[src/rtl/scan_pkg.sv]
// Shared definitions for the channel scan controller: state encoding,
// default dwell width and the channel step helper.
package scan_pkg;

    localparam int DWELL_W_DEF = 8;

    typedef enum logic [1:0] {
        ST_IDLE = 2'd0,
        ST_SCAN = 2'd1,
        ST_DONE = 2'd2
    } scan_state_t;

    // Channel indices wrap modulo 16 in both directions.
    function automatic logic [3:0] step_ch(input logic [3:0] ch, input logic down);
        return down ? (ch - 4'd1) : (ch + 4'd1);
    endfunction

endpackage

[src/rtl/dwell_timer.sv]
// Per-channel dwell counter: counts up to a limit, flags terminal count,
// and wraps to zero on the terminal cycle.
module dwell_timer
    import scan_pkg::*;
#(
    parameter int W = DWELL_W_DEF
) (
    input  logic         clk,
    input  logic         rst_n,
    input  logic         i_clear,
    input  logic         i_count,
    input  logic [W-1:0] i_limit,
    output logic         o_tc
);

    logic [W-1:0] r_count;

    assign o_tc = (r_count == i_limit);

    always_ff @(posedge clk or negedge rst_n) begin
        if (!rst_n) begin
            r_count <= '0;
        end else if (i_clear) begin
            r_count <= '0;
        end else if (i_count) begin
            r_count <= o_tc ? '0 : (r_count + W'(1));
        end
    end

endmodule

[src/rtl/channel_scan_ctrl.sv]
// Channel scan sequencer: steps a 4-bit channel index from first_ch to last_ch,
// holding each channel dwell+1 cycles, in single-pass or looping mode.
module channel_scan_ctrl
    import scan_pkg::*;
#(
    parameter int DWELL_W = DWELL_W_DEF
) (
    input  logic               clk,
    input  logic               rst_n,
    input  logic               start,
    input  logic               stop,
    input  logic               loop_mode,
    input  logic               dir,
    input  logic [3:0]         first_ch,
    input  logic [3:0]         last_ch,
    input  logic [DWELL_W-1:0] dwell,
    output logic [3:0]         binary_in,
    output logic               enable,
    output logic               busy,
    output logic               done
);

    scan_state_t        r_state;
    logic [3:0]         r_first;
    logic [3:0]         r_last;
    logic               r_dir;
    logic               r_loop;
    logic [DWELL_W-1:0] r_dwell;

    logic w_tc;
    logic w_timer_clear;
    logic w_timer_count;

    assign w_timer_count = (r_state == ST_SCAN);
    assign w_timer_clear = (r_state != ST_SCAN) || stop;

    dwell_timer #(.W(DWELL_W)) u_dwell_timer (
        .clk     (clk),
        .rst_n   (rst_n),
        .i_clear (w_timer_clear),
        .i_count (w_timer_count),
        .i_limit (r_dwell),
        .o_tc    (w_tc)
    );

    always_ff @(posedge clk or negedge rst_n) begin
        if (!rst_n) begin
            r_state   <= ST_IDLE;
            r_first   <= '0;
            r_last    <= '0;
            r_dir     <= 1'b0;
            r_loop    <= 1'b0;
            r_dwell   <= '0;
            binary_in <= '0;
            enable    <= 1'b0;
            busy      <= 1'b0;
            done      <= 1'b0;
        end else begin
            case (r_state)
                ST_IDLE: begin
                    done <= 1'b0;
                    if (start && !stop) begin
                        r_first   <= first_ch;
                        r_last    <= last_ch;
                        r_dir     <= dir;
                        r_loop    <= loop_mode;
                        r_dwell   <= dwell;
                        binary_in <= first_ch;
                        enable    <= 1'b1;
                        busy      <= 1'b1;
                        r_state   <= ST_SCAN;
                    end
                end
                ST_SCAN: begin
                    // Abort beats everything, including the final advance.
                    if (stop) begin
                        enable  <= 1'b0;
                        busy    <= 1'b0;
                        r_state <= ST_IDLE;
                    end else if (w_tc) begin
                        if (binary_in != r_last) begin
                            binary_in <= step_ch(binary_in, r_dir);
                        end else if (r_loop) begin
                            binary_in <= r_first;
                        end else begin
                            enable  <= 1'b0;
                            busy    <= 1'b0;
                            done    <= 1'b1;
                            r_state <= ST_DONE;
                        end
                    end
                end
                ST_DONE: begin
                    done    <= 1'b0;
                    r_state <= ST_IDLE;
                end
                default: begin
                    enable  <= 1'b0;
                    busy    <= 1'b0;
                    done    <= 1'b0;
                    r_state <= ST_IDLE;
                end
            endcase
        end
    end

endmodule

[config.mk]
export PLATFORM = sky130hd
export DESIGN_NAME = channel_scan_ctrl
export DESIGN_NICKNAME = d
export VERILOG_FILES = /design/src/rtl/scan_pkg.sv /design/src/rtl/dwell_timer.sv /design/src/rtl/channel_scan_ctrl.sv
export SDC_FILE = /design/constraint.sdc
export NUM_CORES = 1
export LEC_CHECK = 0
export ABC_AREA = 1
export BUFFER_PORTS_ARGS = -buffer_cell sky130_fd_sc_hd__buf_4
export CORE_MARGIN = 4
export CORE_UTILIZATION = 59
export CTS_BUF_LIST = sky130_fd_sc_hd__clkbuf_8
export DETAILED_ROUTE_END_ITERATION = 10
export GPL_TIMING_DRIVEN = 0
export PLACE_DENSITY_LB_ADDON = 0.12
export REMOVE_ABC_BUFFERS = 1
export SLEW_MARGIN = 30
export SYNTH_ARGS = -nofsm -noshare
export SYNTH_HDL_FRONTEND = slang
export SYNTH_SLANG_ARGS = --single-unit
[constraint.sdc]
create_clock -name clk -period 1.7 [get_ports clk]
set_input_delay 0.255 -clock clk [delete_from_list [all_inputs] [get_ports clk]]
set_output_delay 0.255 -clock clk [all_outputs]
set_load 0.02 [all_outputs]
==> out/qor.csv, run 1 <==
stage;metric;value;unit
yosys;Syn Area/Cell;8.525;sq um
power_and_ir_drop;register share of total power;36.5;%
timing;final number of setup-violating endpoints;0;
critical_path;worst r2r dst;binary_in[2];
power_and_ir_drop;Internal;2.120;mW
die;Core Box Area;3078;sq um
timing;Worst-Margin Slew;424.0;ps
critical_path;Worst R2R Start;binary_in[0];
cts;postcts setup bufs;0;
global_routing;first-pass GRT wire length;5934;um
timing;achievable frequency;641.0;MHz
die;Cell Rows;20;
finish;diode count;0;
critical_path;CP startpoint kind;register;
power_and_ir_drop;Clk pwr share;14.4;%
power_and_ir_drop;pwr/cell area;1650;nW/um^2
finish;Final #Nets;283;
cts;Longest Clk Path Bufs;2;
yosys;Distinct cells, synth;30;
detailed_routing;detailed-route via count;1457;
cts;clock slew at reported path FFs;60;ps
cts;clock tree sinks;34;
power_and_ir_drop;Overall Power;3.718;mW
finish;most frequent cells in the layout;nand2_1, dfrtp_1, buf_4, inv_1, nor2_1;
die;Die H;65.02;um
worst_hold_path;Hold Path End;r_dwell[3];
power_and_ir_drop;Switch Pwr;1.598;mW
cts;clk_lat worst skew;280;ps
timing;RSZ-0062 raised after global routing;false;
run;maxcap violations;0;
place;Post-DP HPWL;2524;um
die;Initial Util;62.32;%
detailed_routing;met2 wire length;1576;um
finish;area of the multi-input gates;949.7;sq um
cts;H-tree levels;2;
critical_path;R2R Setup Slk;140;ps
critical_path;Worst setup EP type;register;
timing;Slew Limit Fails;0;
detailed_routing;via/cell ratio;4.841;
finish;Area Overhead vs Synth;17.48;%
critical_path;worst path required time;1870;ps
timing;Final Cycle Share;91.78;%
global_routing;GRT Resource Usage Total;18.25;%
detailed_routing;Top Metal Used;met4;
yosys;register bit total from synthesis;34;
timing;skew final;3.958;ps
detailed_routing;post-route ant nets;0;
die;Die Wd;65.02;um
worst_hold_path;HP Class;in -> reg;
cts;CTS tree;built;
power_and_ir_drop;Pleak;1.143;nW
worst_hold_path;Hold Path Stages;2;
cts;TritonCTS buffer count;5;
global_routing;largest net degree at the start of global routing;35;
yosys;synth warn;0;
detailed_routing;WL met3;161;um
critical_path;Worst R2R Path Depth;8;
detailed_routing;DR iter-0 viols;88;
die;Ports;29;
die;Die ar.;4227;sq um
power_and_ir_drop;power share of the combinational group;49.1;%
status;status;completed;
timing;min Tclk post-route;1560;ps
power_and_ir_drop;sw frac;42.99;%
timing;Final Hold Viols;0;
critical_path;critical path arrival;1730;ps
detailed_routing;routed length per placed instance;11.31;um
detailed_routing;DR pass1 iterations;4;
timing;Hold Worst Slack;183.2;ps
timing;max_slew headroom;71.73;%
cts;clk root buf;clkbuf_8;
yosys;cell area after synthesis;1918;sq um
critical_path;worst setup path category;reg -> reg;
global_routing;number of global-route vias before repair;1399;
detailed_routing;Met1 Routed Length;1647;um
finish;Sequential Area;850.8;sq um
power_and_ir_drop;worst vdd ir;0.9833;mV
finish;most common cell after layout, fill and taps aside;nand2_1;
worst_hold_path;hold_sp;dwell[3];
finish;share of cells above drive strength 1;22.96;%
detailed_routing;Post-Route WL;3404;um
global_routing;total global routing overflow;0;
place;PortBufs;28;
global_routing;initial antenna violation count;0;
finish;Filler Cells Inserted;258;
yosys;synthesized instance count;225;
place;GP Congestion;0.8700;
critical_path;CP max FO;6;
detailed_routing;residual DRC count;0;
yosys;sequential area share after synthesis;44.36;%
metal layers:
| layer | vias up | GRT usage [%] |
|---|---|---|
| met1 | 661 | 23.15 |
| met4 | 0 | 5.440 |
| met3 | 2 | 5.719 |
| met2 | 26 | 29.89 |
| met5 | - | 0 |
| li1 | 768 | - |
critical path, stage by stage (launching register included):
cell and delay, ps:
dfrtp_1 460, inv_2 80, fa_1 430, xor2_1 170, nand2_1 80, nand3_1 60, nand2_1 60, nand3_1 60
nand2_1 50
worst max-delay path by stage:
| stage | from | to | slack [ps] | cells after the start |
|---|---|---|---|---|
| 2_1_floorplan | r_state[1] | r_dwell[2] | 140 | 3 |
| 3_3_place_gp | r_state[1] | binary_in[1] | -190 | 6 |
| 3_5_place_dp | r_state[1] | binary_in[3] | 70 | 6 |
| 4_1_cts | r_state[1] | binary_in[3] | 50 | 6 |
| 5_1_grt | binary_in[2] | binary_in[3] | 20 | 9 |
| 6_report | binary_in[0] | binary_in[2] | 140 | 8 |
cell type report:
class	instances	share of cell area (%)
inverters	27	4.497
flip-flops and latches	34	37.76
repair buffers	29	9.772
well taps	44	2.443
multi-input cells	160	42.14
clock buffers	5	3.054
clock inverters	2	0.3331
power groups by stage:
stage | registers (mW) | logic (mW) | clock network (mW)
after floorplan | 1.40 | 1.31 | 0
after global placement | 1.36 | 1.76 | 0
after detailed placement | 1.37 | 1.81 | 0
after CTS | 1.36 | 1.83 | 0.550
after global routing | 1.40 | 2.08 | 0.591
final | 1.36 | 1.83 | 0.534
stage by stage:
step           instances  setup TNS [ps]  instance area (sq um)  utilization, %  setup slack, ps
2_1_floorplan        221               0                   1891               -            142.6
3_3_place_gp         293           -2070                   2156           70.04           -186.8
3_5_place_dp         293               0                   2158           70.12            72.81
4_1_cts              301               0                   2245           72.93            49.73
5_1_grt              301               0                   2253           73.21            19.83
6_report             301               0                   2253           73.21            139.8
synth_stat cells:
library cell | n | area [sq um]
dfrtp_1 | 34 | 850.8
nor2_1 | 20 | 75.07
nand3_1 | 14 | 70.07
buf_2 | 1 | 5.000
nand2_1 | 66 | 247.7
fa_1 | 1 | 20.02
o21ai_2 | 1 | 8.760
inv_1 | 24 | 90.09
a31oi_1 | 1 | 6.260
ha_1 | 3 | 37.54
nand2_2 | 4 | 25.02
nor2_2 | 1 | 6.260
nor2_4 | 3 | 33.78
xor2_1 | 2 | 17.52
nand3_2 | 1 | 10.01
xnor2_1 | 4 | 35.03
nand4_1 | 1 | 6.260
nor3_1 | 2 | 10.01
buf_4 | 3 | 22.52
mux2_2 | 1 | 11.26
a21oi_1 | 12 | 60.06
nor3b_2 | 2 | 25.02
inv_2 | 3 | 11.26
nand3b_1 | 5 | 37.54
mux2_1 | 7 | 78.83
o21ai_0 | 1 | 5.000
o21ai_4 | 1 | 16.27
nor2_8 | 2 | 40.04
nand2_4 | 4 | 45.04
nor3_2 | 1 | 10.01
registers in the layout (all words and copies together) (netlist names):
name,cells
r_loop,1
u_dwell_timer.r_count,8
busy,1
r_dwell,8
done,1
r_first,4
r_state,2
r_last,4
r_dir,1
binary_in,4
cell families (layout without fill, tap and decap cells):
group           count (synthesis)  in the layout  synth area share, %
simple gates                  126            126                33.46
mux                             8              8                4.697
fa+ha+maj                       4              4                3.001
xor+xnor                        6              6                2.740
buf+inv                        31             63                6.719
compound gates                 16             16                5.023
flops                          34             34                44.36
repair_timing:
action,4_1_cts,5_1_grt
setup endpoints to repair,0,11
gates resized for setup,0,2
hold endpoints to repair,34,0
hold buffers,1,0
(Power assumes the default switching activity.)
==> inputs of run 2 (changes only) <==
--- a/config.mk
+++ b/config.mk
@@ -7,11 +7,15 @@
 export LEC_CHECK = 0
 export ABC_AREA = 1
 export BUFFER_PORTS_ARGS = -buffer_cell sky130_fd_sc_hd__buf_4
+export CAP_MARGIN = 20
+export CELL_PAD_IN_SITES_DETAIL_PLACEMENT = 0
+export CELL_PAD_IN_SITES_GLOBAL_PLACEMENT = 2
 export CORE_MARGIN = 4
-export CORE_UTILIZATION = 59
+export CORE_UTILIZATION = 35
 export CTS_BUF_LIST = sky130_fd_sc_hd__clkbuf_8
 export DETAILED_ROUTE_END_ITERATION = 10
 export GPL_TIMING_DRIVEN = 0
+export HOLD_SLACK_MARGIN = 0.05
 export PLACE_DENSITY_LB_ADDON = 0.12
 export REMOVE_ABC_BUFFERS = 1
 export SLEW_MARGIN = 30
==> run 2 against run 1 <==
Against the previous run: worst setup slack gained 29 ps; die area grew 59%; cell count grew 9.0%; global-route usage shrank 5.2 points.
==> out/qor.csv, run 2 (same netlist as run 1, synthesis figures left out) <==
stage;metric;value;unit;change
status;status;completed;;unchanged
finish;most common cell after layout, fill and taps aside;nand2_1;;unchanged
place;dpl cell area;2191;sq um;was 2158 sq um
cts;CTS tree;built;;unchanged
timing;achievable frequency;653.0;MHz;was 641.0 MHz
critical_path;CP startpoint kind;register;;unchanged
global_routing;total global routing overflow;0;;unchanged
finish;Regs by FF count;r_dwell (8), u_dwell_timer.r_count (8);;unchanged
finish;Final #Nets;283;;unchanged
detailed_routing;routed length per placed instance;11.53;um;was 11.31 um
power_and_ir_drop;Switch Pwr;1.624;mW;was 1.598 mW
power_and_ir_drop;sw frac;41.93;%;was 42.99%
global_routing;largest net degree at the start of global routing;35;;unchanged
finish;post-layout util;44.52;%;was 73.21%
critical_path;worst setup path category;reg -> reg;;unchanged
global_routing;number of global-route vias before repair;1439;;was 1399
power_and_ir_drop;Internal;2.249;mW;was 2.120 mW
place;PortBufs;28;;unchanged
power_and_ir_drop;register share of total power;35.1;%;was 36.5%
timing;Final Cycle Share;90.08;%;was 91.78%
die;Die ar.;6729;sq um;was 4227 sq um
critical_path;Worst R2R Start;binary_in[2];;was binary_in[0]
detailed_routing;detailed-route via count;1471;;was 1457
critical_path;CP max FO;5;;was 6
detailed_routing;DR iter-0 viols;39;;was 88
critical_path;R2R Setup Slk;170;ps;was 140 ps
finish;fin area;2317;sq um;was 2253 sq um
finish;most frequent cells in the layout;nand2_1, dfrtp_1, buf_4, inv_1, nor2_1;;unchanged
critical_path;worst r2r dst;binary_in[3];;was binary_in[2]
critical_path;critical path endpoint;binary_in[3];;was binary_in[2]
critical_path;CP dominant cell by count;nand2_1;;unchanged
die;Initial Util;36.85;%;was 62.32%
timing;final worst slack;168.7;ps;was 139.8 ps
finish;diode count;0;;unchanged
global_routing;first-pass GRT wire length;6651;um;was 5934 um
critical_path;critical path depth;10;;was 8
critical_path;Worst setup EP type;register;;unchanged
power_and_ir_drop;Pleak;1.152;nW;was 1.143 nW
power_and_ir_drop;power share of the combinational group;46.8;%;was 49.1%
power_and_ir_drop;pwr/cell area;1672;nW/um^2;was 1650 nW/um^2
global_routing;initial antenna violation count;0;;unchanged
finish;share of cells above drive strength 1;24.03;%;was 22.96%
detailed_routing;DR pass1 iterations;4;;unchanged
place;Placement Setup Slack;86.55;ps;was 72.81 ps
timing;final number of setup-violating endpoints;0;;unchanged
timing;RSZ-0062 raised after global routing;false;;unchanged
timing;Final Hold Viols;0;;unchanged
die;Cell Rows;26;;was 20
die;Ports;29;;unchanged
cts;clk_lat worst skew;280;ps;about the same
finish;Area Overhead vs Synth;20.81;%;was 17.48%
global_routing;GRT Resource Usage Total;13.10;%;was 18.25%
cts;Longest Clk Path Bufs;2;;unchanged
detailed_routing;via/cell ratio;4.485;;was 4.841
timing;max_slew headroom;70.16;%;was 71.73%
place;GP Congestion;0.7409;;was 0.8700
place;Post-DP HPWL;2809;um;was 2524 um
critical_path;Largest stage delay, worst path;430;ps;was 460 ps
critical_path;CP delay by family, top;simple AND/OR/NAND/NOR gates;;was flip-flops
power_and_ir_drop;worst vdd ir;0.6183;mV;was 0.9833 mV
cts;TritonCTS buffer count;5;;unchanged
cts;clock tree sinks;34;;unchanged
die;Die H;82.03;um;was 65.02 um
critical_path;Worst Path Buf+Inv;0;;was 1
timing;skew final;3.494;ps;was 3.958 ps
worst_hold_path;HP Class;in -> reg;;unchanged
timing;Slew Limit Fails;0;;unchanged
detailed_routing;Post-Route WL;3782;um;was 3404 um
run;maxcap violations;0;;unchanged
timing;min Tclk post-route;1531;ps;was 1560 ps
detailed_routing;residual DRC count;0;;unchanged
finish;final cell count without fillers;328;;was 301
cts;H-tree levels;2;;unchanged
cts;clk root buf;clkbuf_8;;unchanged
critical_path;Critical path origin;binary_in[2];;was binary_in[0]
power_and_ir_drop;Clk pwr share;18.1;%;was 14.4%
critical_path;worst path required time;1920;ps;was 1870 ps
die;Die Wd;82.03;um;was 65.02 um
critical_path;Worst R2R Path Depth;10;;was 8
worst_hold_path;Hold Path Stages;2;;unchanged
cts;clock slew at reported path FFs;70;ps;was 60 ps
critical_path;crit-path cells;ha_1 > a21oi_1 > nand2_1 > nand2_1 > nand2_1 > nand2_1 > nand3_1 > nand2_1 > nand3_1 > nand2_1;;was inv_2 > fa_1 > xor2_1 > nand2_1 > nand3_1 > nand2_1 > nand3_1 > nand2_1
timing;Worst-Margin Slew;447.6;ps;was 424.0 ps
die;Core Box Area;5205;sq um;was 3078 sq um
critical_path;critical path arrival;1760;ps;was 1730 ps
place;Placed Cells incl. Taps;319;;was 293
detailed_routing;post-route ant nets;0;;unchanged
critical_path;slowest stage cell, crit path;dfrtp_1;;unchanged
[run 2: cell type report]
cell class / count / area, sq um
fillers: 552 / 2888
multi-input cells: 160 / 945.9
flip-flops and latches: 34 / 852.1
repair buffers: 29 / 220.2
clock buffers: 8 / 110.1
inverters: 27 / 101.3
well taps: 70 / 87.58
[run 2: per-stage QoR]
step	TNS [ps]	total power [mW]	hold slack, ps
after detailed placement	0	3.221	242.8
after CTS	0	3.955	164.9
final	0	3.873	180.2
after global placement	-3930	3.213	243.3
after floorplan	0	2.712	-40.59
after global routing	0	4.234	178.3
[run 2: worst reg2reg max path: cells and delay by family, from the launching register on]
kind	cells	cell delay, ps
compound gates	1	180
simple gates	8	520
flops	1	430
fa+ha+maj	1	350
[run 2: worst min path at each step]
stage / slack, ps / start / end
after floorplan: -40 / rst_n / binary_in[0]
after global placement: 240 / rst_n / r_dir
after detailed placement: 240 / rst_n / r_dir
after CTS: 160 / dwell[3] / r_dwell[3]
after global routing: 180 / dwell[3] / r_dwell[3]
final: 180 / dwell[3] / r_dwell[3]
[run 2: power by group through the flow]
stage | logic (mW) | clock network (mW) | registers [mW]
final | 1.81 | 0.701 | 1.36
after global routing | 2.05 | 0.775 | 1.41
after CTS | 1.85 | 0.744 | 1.36
after detailed placement | 1.84 | 0 | 1.38
after global placement | 1.84 | 0 | 1.37
after floorplan | 1.31 | 0 | 1.40
[run 2: per-layer routing]
layer	track usage [%]	wire length, um	up-vias
met5	0	0	-
met4	4.485	45	0
met3	3.618	132	5
met2	21.65	1909	16
met1	16.38	1694	678
li1	-	-	772
[run 2: what timing repair did]
item                                    in CTS  in global routing
gates resized for setup                      0                  2
endpoints found under the setup margin       0                  4
endpoints found under the hold margin       34                  0
hold buffers                                 1                  0
buffers inserted                             0                  0
==> inputs of run 3 (changes only) <==
--- a/config.mk
+++ b/config.mk
@@ -10,6 +10,7 @@
 export CAP_MARGIN = 20
 export CELL_PAD_IN_SITES_DETAIL_PLACEMENT = 0
 export CELL_PAD_IN_SITES_GLOBAL_PLACEMENT = 2
+export CORE_ASPECT_RATIO = 0.9
 export CORE_MARGIN = 4
 export CORE_UTILIZATION = 35
 export CTS_BUF_LIST = sky130_fd_sc_hd__clkbuf_8
@@ -18,7 +19,6 @@
 export HOLD_SLACK_MARGIN = 0.05
 export PLACE_DENSITY_LB_ADDON = 0.12
 export REMOVE_ABC_BUFFERS = 1
-export SLEW_MARGIN = 30
 export SYNTH_ARGS = -nofsm -noshare
 export SYNTH_HDL_FRONTEND = slang
 export SYNTH_SLANG_ARGS = --single-unit
==> run 3 against run 2 <==
Against the previous run: clock power decreased by 11%; critical path depth is 2 lower; maximum frequency decreased by 2.0%; clock skew rose by 1.6 ps; utilization down 0.64 points; routed wire length grew 0.82%; total power is 1.2% lower; register-to-register slack lost 30 ps; count of clock-buffer cells in the layout down 2; sequential power about the same; hold slack got worse by 5.6 ps; non-clock buffer count grew 1.
==> out/qor.csv, run 3 (same netlist as run 1, synthesis figures left out) <==
stage;metric;value;unit;change
status;status;completed;;unchanged
die;Die ar.;6731;sq um;was 6729 sq um
finish;diode count;0;;unchanged
critical_path;worst path required time;1880;ps;was 1920 ps
cts;CTS tree;built;;unchanged
die;Cell Rows;25;;was 26
place;PortBufs;28;;unchanged
critical_path;Worst R2R Start;binary_in[0];;was binary_in[2]
power_and_ir_drop;Pleak;1.153;nW;was 1.152 nW
cts;H-tree levels;2;;unchanged
power_and_ir_drop;worst vdd ir;0.8266;mV;was 0.6183 mV
critical_path;worst setup path category;reg -> reg;;unchanged
detailed_routing;detailed-route via count;1432;;was 1471
finish;Final #Nets;284;;was 283
die;Die H;78.23;um;was 82.03 um
place;Placed Cells incl. Taps;317;;was 319
cts;Longest Clk Path Bufs;2;;unchanged
power_and_ir_drop;pwr/cell area;1650;nW/um^2;was 1672 nW/um^2
global_routing;initial antenna violation count;0;;unchanged
finish;Regs by FF count;r_dwell (8), u_dwell_timer.r_count (8);;unchanged
detailed_routing;Top Metal Used;met4;;unchanged
critical_path;Critical path origin;binary_in[0];;was binary_in[2]
cts;TritonCTS buffer count;5;;unchanged
finish;share of cells above drive strength 1;24.71;%;was 24.03%
finish;Filler Cells Inserted;556;;was 552
timing;Worst-Margin Slew;456.7;ps;was 447.6 ps
detailed_routing;residual DRC count;0;;unchanged
power_and_ir_drop;Switch Pwr;1.637;mW;was 1.624 mW
timing;Slew Limit Fails;0;;unchanged
critical_path;crit-path cells;inv_2 > fa_1 > xor2_1 > nand2_1 > nand3_1 > nand2_1 > nand3_1 > nand2_1;;was ha_1 > a21oi_1 > nand2_1 > nand2_1 > nand2_1 > nand2_1 > nand3_1 > nand2_1 > nand3_1 > nand2_1
critical_path;Largest stage delay, worst path;430;ps;about the same
power_and_ir_drop;register share of total power;35.6;%;was 35.1%
cts;clk_lat worst skew;290;ps;was 280 ps
power_and_ir_drop;Clk pwr share;16.2;%;was 18.1%
finish;most common cell after layout, fill and taps aside;nand2_1;;unchanged
timing;final number of setup-violating endpoints;0;;unchanged
cts;postcts setup bufs;0;;unchanged
timing;skew final;5.099;ps;was 3.494 ps
die;Core Box Area;5286;sq um;was 5205 sq um
timing;max_slew headroom;69.56;%;was 70.16%
timing;RSZ-0062 raised after global routing;false;;unchanged
critical_path;worst r2r dst;binary_in[2];;was binary_in[3]
power_and_ir_drop;sw frac;42.77;%;was 41.93%
detailed_routing;met2 wire length;1451;um;was 1909 um
timing;Final Hold Viols;0;;unchanged
finish;final cell count without fillers;326;;was 328
global_routing;GRT Resource Usage Total;12.76;%;was 13.10%
timing;Hold Worst Slack;174.6;ps;was 180.2 ps
finish;most frequent cells in the layout;nand2_1, dfrtp_1, buf_4, inv_1, nor2_1;;unchanged
finish;Area Overhead vs Synth;20.94;%;was 20.81%
detailed_routing;DR iter-0 viols;59;;was 39
die;Die Wd;86.04;um;was 82.03 um
cts;clock tree sinks;34;;unchanged
detailed_routing;routed length per placed instance;11.70;um;was 11.53 um
critical_path;critical path endpoint;binary_in[2];;was binary_in[3]
global_routing;largest net degree at the start of global routing;35;;unchanged
detailed_routing;via/cell ratio;4.393;;was 4.485
critical_path;slowest stage cell, crit path;dfrtp_2;;was dfrtp_1
detailed_routing;Met1 Routed Length;2077;um;was 1694 um
timing;Final Cycle Share;91.92;%;was 90.08%
cts;clock slew at reported path FFs;70;ps;about the same
place;GP Congestion;0.7418;;was 0.7409
global_routing;number of global-route vias before repair;1459;;was 1439
power_and_ir_drop;power share of the combinational group;48.2;%;was 46.8%
detailed_routing;Post-Route WL;3813;um;was 3782 um
timing;achievable frequency;639.9;MHz;was 653.0 MHz
timing;min Tclk post-route;1563;ps;was 1531 ps
global_routing;total global routing overflow;0;;unchanged
detailed_routing;DR pass1 iterations;4;;unchanged
place;Post-DP HPWL;2783;um;was 2809 um
critical_path;CP startpoint kind;register;;unchanged
detailed_routing;post-route ant nets;0;;unchanged
power_and_ir_drop;Overall Power;3.827;mW;was 3.873 mW
worst_hold_path;HP Class;in -> reg;;unchanged
power_and_ir_drop;Internal;2.190;mW;was 2.249 mW
critical_path;CP max FO;6;;was 5
cts;clk root buf;clkbuf_8;;unchanged
detailed_routing;WL met3;237;um;was 132 um
critical_path;critical path arrival;1740;ps;was 1760 ps
critical_path;Worst setup EP type;register;;unchanged
critical_path;R2R Setup Slk;140;ps;was 170 ps
run;maxcap violations;0;;unchanged
critical_path;CP dominant cell by count;nand2_1;;unchanged
global_routing;first-pass GRT wire length;6755;um;was 6651 um
die;Initial Util;36.28;%;was 36.85%
critical_path;Worst R2R Path Depth;8;;was 10
die;Ports;29;;unchanged
==> run 3: power by group through the flow <==
| stage | Clock [mW] | Combinational (mW) | Sequential [mW] |
|---|---|---|---|
| after floorplan | 0 | 1.31 | 1.40 |
| after global placement | 0 | 1.84 | 1.38 |
| after detailed placement | 0 | 1.86 | 1.37 |
| after CTS | 0.652 | 1.88 | 1.36 |
| after global routing | 0.691 | 2.09 | 1.41 |
| final | 0.621 | 1.84 | 1.36 |
==> run 3: worst max-delay path: cells and delay by family (launching register included) <==
family	cells	cell delay (ps)
flip-flops	1	430
XOR/XNOR	1	200
buffers and inverters	1	70
adder cells (fa/ha/maj)	1	420
AND/OR/NAND/NOR	5	340
==> run 3: final cells by class <==
class                      count  area (sq um)  area share [%]
multi-input combinational    160         940.9           40.56
sequential                    34         854.6           36.84
timing repair buffer          30         247.7           10.68
inverter                      27         101.3           4.369
tap                           67         83.83           3.614
clock buffer                   6         82.58           3.560
clock inverter                 2         8.758          0.3776
==> run 3: how the worst min path moves through the flow <==
stage	slack [ps]	depth (start not counted)	end	start
global route	180	2	r_dwell[2]	dwell[2]
detailed placement	250	1	r_dwell[0]	rst_n
floorplan	-40	0	binary_in[0]	rst_n
global placement	240	1	r_dwell[1]	rst_n
CTS	170	2	r_dwell[6]	dwell[6]
finish	170	2	r_dwell[6]	dwell[6]
==> run 3: repair_timing <==
item                       in CTS  in global routing
setup endpoints to repair       0                  3
hold endpoints to repair       34                  0
resized for setup               0                  4
hold buffers                    1                  0
==> run 3: through the flow <==
stage / utilization (%) / instance area (sq um) / worst slack [ps] / TNS (ps)
after floorplan: - / 1891 / 142.6 / 0
after global placement: 41.33 / 2185 / -313.6 / -4224
after detailed placement: 41.85 / 2212 / 48.68 / 0
after CTS: 43.76 / 2313 / 42.89 / 0
after global routing: 43.88 / 2320 / 6.074 / 0
final: 43.88 / 2320 / 137.3 / 0
==> run 3: per-layer routing <==
layer | up-vias | track usage (%)
met1 | 627 | 18.21
met2 | 26 | 18.03
met4 | 0 | 3.797
met5 | - | 0
li1 | 773 | -
met3 | 6 | 4.407
